### src/rtl/display_scanner_pkg.sv
// Shared constants and mode encoding for the display scanner.
package display_scanner_pkg;

    localparam int unsigned DEF_NUM_CH       = 8;
    localparam int unsigned DEF_DATA_W       = 8;
    localparam int unsigned DEF_DWELL_CYCLES = 12500;

    typedef enum logic {
        MODE_AUTO   = 1'b0,
        MODE_MANUAL = 1'b1
    } scan_mode_e;

endpackage

### src/rtl/display_scanner_dwell.sv
// Dwell timer: counts 0..DWELL_CYCLES-1 and wraps; tick marks the last count.
module dwell_timer
    import display_scanner_pkg::*;
#(
    parameter int unsigned DWELL_CYCLES = DEF_DWELL_CYCLES,
    localparam int unsigned CNT_W       = $clog2(DWELL_CYCLES)
) (
    input  logic             clk,
    input  logic             rst,
    input  logic             clear,
    input  logic             freeze,
    output logic             tick,
    output logic [CNT_W-1:0] count
);

    localparam logic [CNT_W-1:0] LAST = CNT_W'(DWELL_CYCLES - 1);

    logic [CNT_W-1:0] count_q, count_d;

    // Next count: clear beats freeze; wrap explicitly at the last count.
    always_comb begin
        count_d = count_q;
        if (clear) begin
            count_d = '0;
        end else if (!freeze) begin
            count_d = (count_q == LAST) ? '0 : count_q + 1'b1;
        end
    end

    // Counter register with synchronous active-low reset.
    always_ff @(posedge clk) begin
        if (!rst) begin
            count_q <= '0;
        end else begin
            count_q <= count_d;
        end
    end

    assign tick  = (count_q == LAST);
    assign count = count_q;

endmodule

### src/rtl/display_scanner.sv
// Multiplexed display scanner: steps through enabled result channels on a
// dwell timer (auto) or on step pulses (manual) and presents one value.
module display_scanner
    import display_scanner_pkg::*;
#(
    parameter int unsigned NUM_CH       = DEF_NUM_CH,
    parameter int unsigned DATA_W       = DEF_DATA_W,
    parameter int unsigned DWELL_CYCLES = DEF_DWELL_CYCLES,
    parameter bit          SNAPSHOT     = 1'b1,
    localparam int unsigned IDX_W       = $clog2(NUM_CH)
) (
    input  logic                     clk,
    input  logic                     rst,
    input  logic [NUM_CH*DATA_W-1:0] ch_data,
    input  logic [NUM_CH-1:0]        ch_enable,
    input  logic                     mode,
    input  logic                     step,
    input  logic                     hold,
    output logic [DATA_W-1:0]        disp_value,
    output logic [IDX_W-1:0]         disp_idx,
    output logic                     disp_update,
    output logic                     disp_blank
);

    localparam int unsigned CNT_W = $clog2(DWELL_CYCLES);

    logic [DATA_W-1:0] ch_arr [NUM_CH];
    scan_mode_e        mode_q;
    scan_mode_e        mode_in;
    logic              tick;
    logic [CNT_W-1:0]  count_unused;
    logic              any_en, cur_en, req, force_adv, adv;
    logic [IDX_W-1:0]  idx_q, idx_d, next_idx;
    logic [DATA_W-1:0] value_q, value_d;
    logic              update_q, blank_q;

    for (genvar k = 0; k < NUM_CH; k++) begin : g_unpack
        assign ch_arr[k] = ch_data[k*DATA_W +: DATA_W];
    end

    assign mode_in = scan_mode_e'(mode);

    dwell_timer #(
        .DWELL_CYCLES(DWELL_CYCLES)
    ) u_dwell (
        .clk   (clk),
        .rst   (rst),
        .clear (mode_in != mode_q),
        .freeze(hold),
        .tick  (tick),
        .count (count_unused)
    );

    // First enabled channel above cur, wrapping explicitly; k = NUM_CH lands
    // back on cur, so a lone enabled channel re-selects itself.
    function automatic logic [IDX_W-1:0] next_enabled(
        input logic [IDX_W-1:0]  cur,
        input logic [NUM_CH-1:0] en
    );
        logic [IDX_W-1:0] result;
        logic             found;
        int unsigned      cand;
        result = cur;
        found  = 1'b0;
        for (int unsigned k = 1; k <= NUM_CH; k++) begin
            cand = int'(cur) + k;
            if (cand >= NUM_CH) cand = cand - NUM_CH;
            if (!found && en[IDX_W'(cand)]) begin
                result = IDX_W'(cand);
                found  = 1'b1;
            end
        end
        return result;
    endfunction

    // Advance decision: a disabled current channel forces a move even under hold.
    always_comb begin
        any_en    = |ch_enable;
        cur_en    = ch_enable[idx_q];
        req       = ((mode_in == MODE_AUTO) && tick) ||
                    ((mode_in == MODE_MANUAL) && step);
        force_adv = any_en && !cur_en;
        adv       = any_en && (force_adv || (req && !hold));
        next_idx  = next_enabled(idx_q, ch_enable);
        idx_d     = adv ? next_idx : idx_q;
        if (SNAPSHOT) begin
            value_d = adv ? ch_arr[next_idx] : value_q;
        end else begin
            value_d = ch_arr[idx_q];
        end
    end

    // Output and mode-tracking registers.
    always_ff @(posedge clk) begin
        if (!rst) begin
            idx_q    <= '0;
            value_q  <= '0;
            update_q <= 1'b0;
            blank_q  <= 1'b0;
            mode_q   <= MODE_AUTO;
        end else begin
            idx_q    <= idx_d;
            value_q  <= value_d;
            update_q <= adv;
            blank_q  <= !any_en;
            mode_q   <= mode_in;
        end
    end

    assign disp_value  = value_q;
    assign disp_idx    = idx_q;
    assign disp_update = update_q;
    assign disp_blank  = blank_q;

endmodule
### config.mk
export PLATFORM = sky130hd
export DESIGN_NAME = display_scanner
export DESIGN_NICKNAME = d
export VERILOG_FILES = /design/src/rtl/display_scanner_pkg.sv /design/src/rtl/display_scanner_dwell.sv /design/src/rtl/display_scanner.sv
export SDC_FILE = /design/constraint.sdc
export NUM_CORES = 1
export LEC_CHECK = 0
export CAP_MARGIN = 0
export CORE_MARGIN = 10
export CORE_UTILIZATION = 50
export CTS_CLUSTER_DIAMETER = 100
export DETAILED_ROUTE_END_ITERATION = 8
export PLACE_DENSITY = 0.91
export SLEW_MARGIN = 15
export SYNTH_ARGS = -nofsm -noshare
export SYNTH_HDL_FRONTEND = slang
export SYNTH_SLANG_ARGS = --single-unit
### constraint.sdc
create_clock -name clk -period 8.8 [get_ports clk]
set_clock_uncertainty 0.1 [all_clocks]
set_input_delay 2.64 -clock clk [delete_from_list [all_inputs] [get_ports clk]]
set_output_delay 2.64 -clock clk [all_outputs]
set_load 0.01 [all_outputs]
==> results of run 1 <==
[worst max path at each step]
stage | start | to | slack, ps | cells after the start
after CTS | ch_enable[1] | disp_value[1] | 2930 | 11
final | ch_enable[1] | disp_value[1] | 2870 | 11
after floorplan | ch_enable[3] | disp_value[3] | 3440 | 11
after global routing | ch_enable[2] | disp_value[1] | 2720 | 11
after global placement | ch_enable[1] | disp_value[1] | 2740 | 11
after detailed placement | ch_enable[1] | disp_value[1] | 2630 | 11
[power breakdown]
part / switching, mW / internal [mW]
Clock: 0.0420 / 0.0610
Sequential: 0.0420 / 0.151
Combinational: 0.589 / 0.576
Total: 0.673 / 0.788
[cell type report]
cell class | instances | area (um^2)
Clock buffer | 3 | 41.3
Sequential cell | 28 | 561
Timing Repair Buffer | 90 | 898
Clock inverter | 1 | 30.0
Tap cell | 75 | 93.8
Inverter | 17 | 77.6
Multi-Input combinational cell | 215 | 2160
Fill cell | 441 | 2020
[registers in the layout, indices dropped and copies added (netlist names)]
register and count:
disp_blank 1, disp_value 8, mode_q 1, u_dwell.count 14, disp_idx 3, disp_update 1
[layout by cell type (no fill, tap or decap), types with 3 or more instances in the layout]
master / synthesis / routed
and2_1: 4 / 4
mux2i_1: 20 / 20
mux4_1: 9 / 9
a221oi_2: 8 / 8
mux2_1: 4 / 4
xnor2_2: 4 / 4
mux4_2: 14 / 14
o211ai_1: 3 / 3
dfxtp_1: 28 / 28
o221ai_1: 11 / 11
xor2_1: 9 / 9
ha_1: 3 / 3
or3_1: 5 / 5
nor2_1: 20 / 20
xnor2_1: 4 / 4
a21oi_1: 10 / 10
o21ai_0: 6 / 6
nand4_1: 3 / 3
a221oi_1: 3 / 3
clkbuf_8: 4 / 3
clkdlybuf4s50_1: 0 / 89
inv_1: 16 / 16
nand2_1: 18 / 18
mux2_2: 7 / 7
mux2_4: 3 / 3
[logic make-up after synthesis]
logic type / count (synthesis) / synth area share (%)
simple gates: 73 / 13.1
compound gates: 62 / 19.2
mux: 60 / 32.8
buf+inv: 37 / 9.02
flops: 28 / 18.7
xor+xnor: 17 / 5.97
fa+ha+maj: 3 / 1.25
[per-stage QoR]
stage,std cells,total power [mW]
after global placement,425,1.31
after CTS,429,1.45
final,429,1.46
after detailed placement,425,1.34
after global routing,429,1.55
after floorplan,280,1.18
[tightest hold or removal path: stages (launching register included)]
cell and delay (ps):
dfxtp_1 330, o21ai_0 80, a21oi_1 70
[routing by layer]
metal	global-route usage [%]	vias to the layer above	part of all wire, %
met5	0	-	0
met1	21.1	1283	39
met4	4.47	0	2.1
met2	32.5	141	52
met3	3.63	22	6.8
li1	-	1251	-
==> results.json, run 1 <==
{
  "wl_per_cell_um": 20.7,
  "crit_family": "multiplexers",
  "cp.required_ps": 8860,
  "fp.coreArea_mm2": 0.00589,
  "finalHoldViolations": 0,
  "timing.rr.end": "disp_value[3]",
  "ys_types": 71,
  "arrival_ps": 5990,
  "ys_seq_area_share_pct": 18.7,
  "min_to": "u_dwell.count[13]",
  "syn_area_mm2": 0.00300,
  "cp_max_fo": 25,
  "drv_cap": 0,
  "ys_seq_elements": 28,
  "hold_class": "register to register",
  "io_buffers": 89,
  "cp.buffers_inverters": 2,
  "status": "complete, no violations",
  "grt_pass1_wl_mm": 14.5,
  "timing.rr.start": "disp_idx[0]",
  "synth_most_common_cell": "dfxtp_1",
  "finalSetupTns_ps": 0,
  "h-tree-depth": 1,
  "whs_path_depth": 2,
  "area_growth_pct": 29.1,
  "endpoint_kind": "register",
  "vias_per_cell": 6.29,
  "fin_ws_ps": 2870,
  "grt_pass1_vias": 2755,
  "cp-start-kind": "input pin",
  "numCtsBuffers": 3,
  "reg2reg_depth": 12,
  "clkSinkCount": 28,
  "ys_top_cells_by_count": "dfxtp_1 (28), mux2i_1 (20), nor2_1 (20)",
  "setup_violations": 0,
  "routed_wl_mm": 8.87,
  "initial_core_util_pct": 50.9,
  "synthCells": 280,
  "p_leak_nw": 1.48,
  "grt_max_degree": 26,
  "clk-insertion-delay-late_ps": 280,
  "cts_tree": "done",
  "ctsLongestPathBuffers": 2,
  "ir_worst_vdd_v": 0.000223,
  "cp_cell_sequence": "clkdlybuf4s50_1 -> mux4_2 -> mux2i_2 -> and2b_2 -> and4_2 -> o211ai_1 -> o31ai_4 -> buf_4 -> mux2_2 -> o221ai_1 -> a221oi_2",
  "via_count": 2697,
  "first_pass_iters": 5,
  "rows": 28,
  "path_clk_slew_ps": 100,
  "cts-root-buf": "clkbuf_8",
  "place_congestion": 0.906,
  "cp_slowest_cell": "mux4_2",
  "die_area_mm2": 0.00949,
  "cts_resized": 0,
  "async_flop_share_pct": 0,
  "max_slew_margin_pct": 32.3,
  "syn_area_per_cell_um2": 10.7,
  "place_area_mm2": 0.00379,
  "drv_slew": 0,
  "postCtsHoldBufs": 0,
  "fin_util_pct": 65.7,
  "fin_crit_sh_pct": 67.4,
  "drc": 0,
  "syn_nets": 360,
  "r2r_slack_ps": 3710,
  "drive_gt1_share_pct": 17.8,
  "dp_slack_ps": 2630,
  "dp_hpwl_mm": 6.76,
  "timing.fmax_mhz": 169,
  "synth_edf_count": 0,
  "worst_slew_pin_slew_ps": 1010,
  "final_area_mm2": 0.00387,
  "cts_setup_buffers": 0,
  "grt_usage_pct": 18.0,
  "synth_area_leader_cell": "dfxtp_1",
  "synthFlopType": "dfxtp_1",
  "synth.top_cell.area_share_pct": 18.7,
  "ant_nets": 0,
  "path_class": "input pin to register",
  "rsz0062_at_grt": "false",
  "dieHeight_um": 97.4,
  "cp_slowest_stage_delay_ps": 630,
  "fin_nets": 435,
  "whs_ps": 412,
  "hp-start": "u_dwell.count[13]",
  "min_period_ps": 5930,
  "die_width_um": 97.4,
  "diodes": 0,
  "antenna_found_initial": 0,
  "globalRouteOverflowTotal": 0,
  "ios": 90,
  "p_per_area_mw_per_mm2": 378,
  "drt_iter0_drc": 196,
  "yosysWarningCount": 0,
  "synth.area.top_cells": "dfxtp_1 (19%), mux4_2 (11%), mux4_1 (7.9%), mux2i_1 (6.7%), a221oi_2 (4.0%)"
}
(Power assumes the default switching activity.)
==> run 2, diff against run 1 <==
Settings changed: CORE_UTILIZATION 50 to 48, PLACE_DENSITY 0.91 to 0.88.
Clock period 8.8 ns to 5.67 ns, I/O delays scaled along.
==> results.json, run 2 (synthesis gave the netlist of run 1 again) <==
{
  "initial_core_util_pct": 50.0,
  "grt_pass1_wl_mm": 13.8,
  "max_slew_margin_pct": 25.4,
  "cts_tree": "done",
  "wl_per_cell_um": 19.7,
  "die_area_mm2": 0.00980,
  "drt_iter0_drc": 151,
  "drc": 0,
  "dieHeight_um": 99.0,
  "cp_max_fo": 20,
  "fp.coreArea_mm2": 0.00599,
  "netSwitchingFraction_pct": 46.0,
  "clkSinkCount": 28,
  "area_growth_pct": 31.0,
  "grt_usage_pct": 16.4,
  "multi_input_area_mm2": 0.00216,
  "worst_slew_pin_slew_ps": 1120,
  "place_congestion": 0.937,
  "cts_resized": 0,
  "grt_max_degree": 21,
  "timing.fmax_mhz": 186,
  "rows": 28,
  "drv_cap": 0,
  "cts-root-buf": "clkbuf_8",
  "cp.required_ps": 5730,
  "fin_crit_sh_pct": 95.1,
  "diodes": 0,
  "whs_ps": 414,
  "switchingPower_mw": 1.05,
  "ctsLongestPathBuffers": 2,
  "endpoint_kind": "register",
  "final_area_mm2": 0.00392,
  "p_per_area_mw_per_mm2": 583,
  "p_leak_nw": 1.51,
  "routed_wl_mm": 8.62,
  "place_area_mm2": 0.00387,
  "min_period_ps": 5390,
  "postCtsHoldBufs": 0,
  "fin_nets": 443,
  "ant_nets": 0,
  "final_cell_mix": "clkdlybuf4s50_1 (89), dfxtp_1 (28), mux2i_1 (20), nor2_1 (20), nand2_1 (18)",
  "fillCellCount": 462,
  "r2r_slack_ps": 1120,
  "drive_gt1_share_pct": 19.6,
  "vias_per_cell": 6.06,
  "drv_slew": 0,
  "die_width_um": 99.0,
  "arrival_ps": 5450,
  "via_count": 2648,
  "combPwrFrac_pct": 83.0,
  "clockPowerShare_pct": 5.4,
  "grt_pass1_vias": 2746,
  "cp-start-kind": "input pin",
  "cts_setup_buffers": 0,
  "numCtsBuffers": 3,
  "mostFrequentLayoutCell": "clkdlybuf4s50_1",
  "antenna_found_initial": 0,
  "fin_util_pct": 65.5,
  "status": "complete, no violations",
  "io_buffers": 89,
  "first_pass_iters": 4,
  "dp_hpwl_mm": 6.89,
  "ios": 90,
  "clk-insertion-delay-late_ps": 270,
  "internal-power_mw": 1.24,
  "sequentialPowerShare_pct": 11.6,
  "path_clk_slew_ps": 90,
  "setup_violations": 0,
  "h-tree-depth": 1,
  "hold_class": "register to register",
  "path_class": "input pin to register",
  "globalRouteOverflowTotal": 0,
  "rsz0062_at_grt": "false",
  "finalHoldViolations": 0,
  "seq_area_um2": 561,
  "largest_reg_flops": 14,
  "ir_worst_vdd_v": 0.000352
}
## run 2: cell count changes in the layout (fill, tap and decap cells not counted), sizes merged
cell    change
buf         +8
bufinv      -1
clkbuf      +1
## run 2: final cells by class
class                   instances  area share [%]
repair buffers                 98            24.8
well taps                      75            2.39
multi-input cells             215            55.2
inverters                      17            1.98
flip-flops and latches         28            14.3
clock buffers                   4            1.40
## run 2: final timing paths
path | from | endpoint | depth (start not counted)
setup reg to reg | disp_idx[0] | disp_value[3] | 13
setup / recovery | ch_enable[0] | disp_value[3] | 11
hold / removal | u_dwell.count[8] | u_dwell.count[8] | 2
hold reg to reg | u_dwell.count[8] | u_dwell.count[8] | 2
## run 2: critical path: stages
cell	delay [ps]
clkdlybuf4s50_1	660
mux4_1	320
mux2_4	170
and2b_2	240
and4_2	240
a32o_2	290
o31ai_4	950
buf_4	310
mux2_1	330
o221ai_1	180
a221oi_2	50
## run 2: layer usage
metal  global-route usage (%)  vias up  routed length [um]  share of wire, %
met5                        0        -                   0                 0
met4                     5.07        0                 163               1.9
met1                     19.6     1262                3610                42
met2                     28.6      108                4180                49
li1                         -     1268                   -                 -
met3                     3.35       10                 660               7.7
## run 2: stage by stage
step	setup TNS, ps	power, mW	setup WS [ps]	instances
floorplan	0	1.83	1250	280
global placement	0	2.10	109	433
detailed placement	-30.6	2.16	-30.6	433
CTS	0	2.28	279	437
global route	0	2.44	49.3	437
finish	0	2.29	280	437
## run 2: power groups by stage
stage / sequential [mW] / combinational [mW] / clock, mW
after CTS: 0.265 / 1.89 / 0.125
after global placement: 0.267 / 1.83 / 0
final: 0.265 / 1.90 / 0.123
after detailed placement: 0.269 / 1.89 / 0
after floorplan: 0.274 / 1.55 / 0
after global routing: 0.270 / 2.04 / 0.134
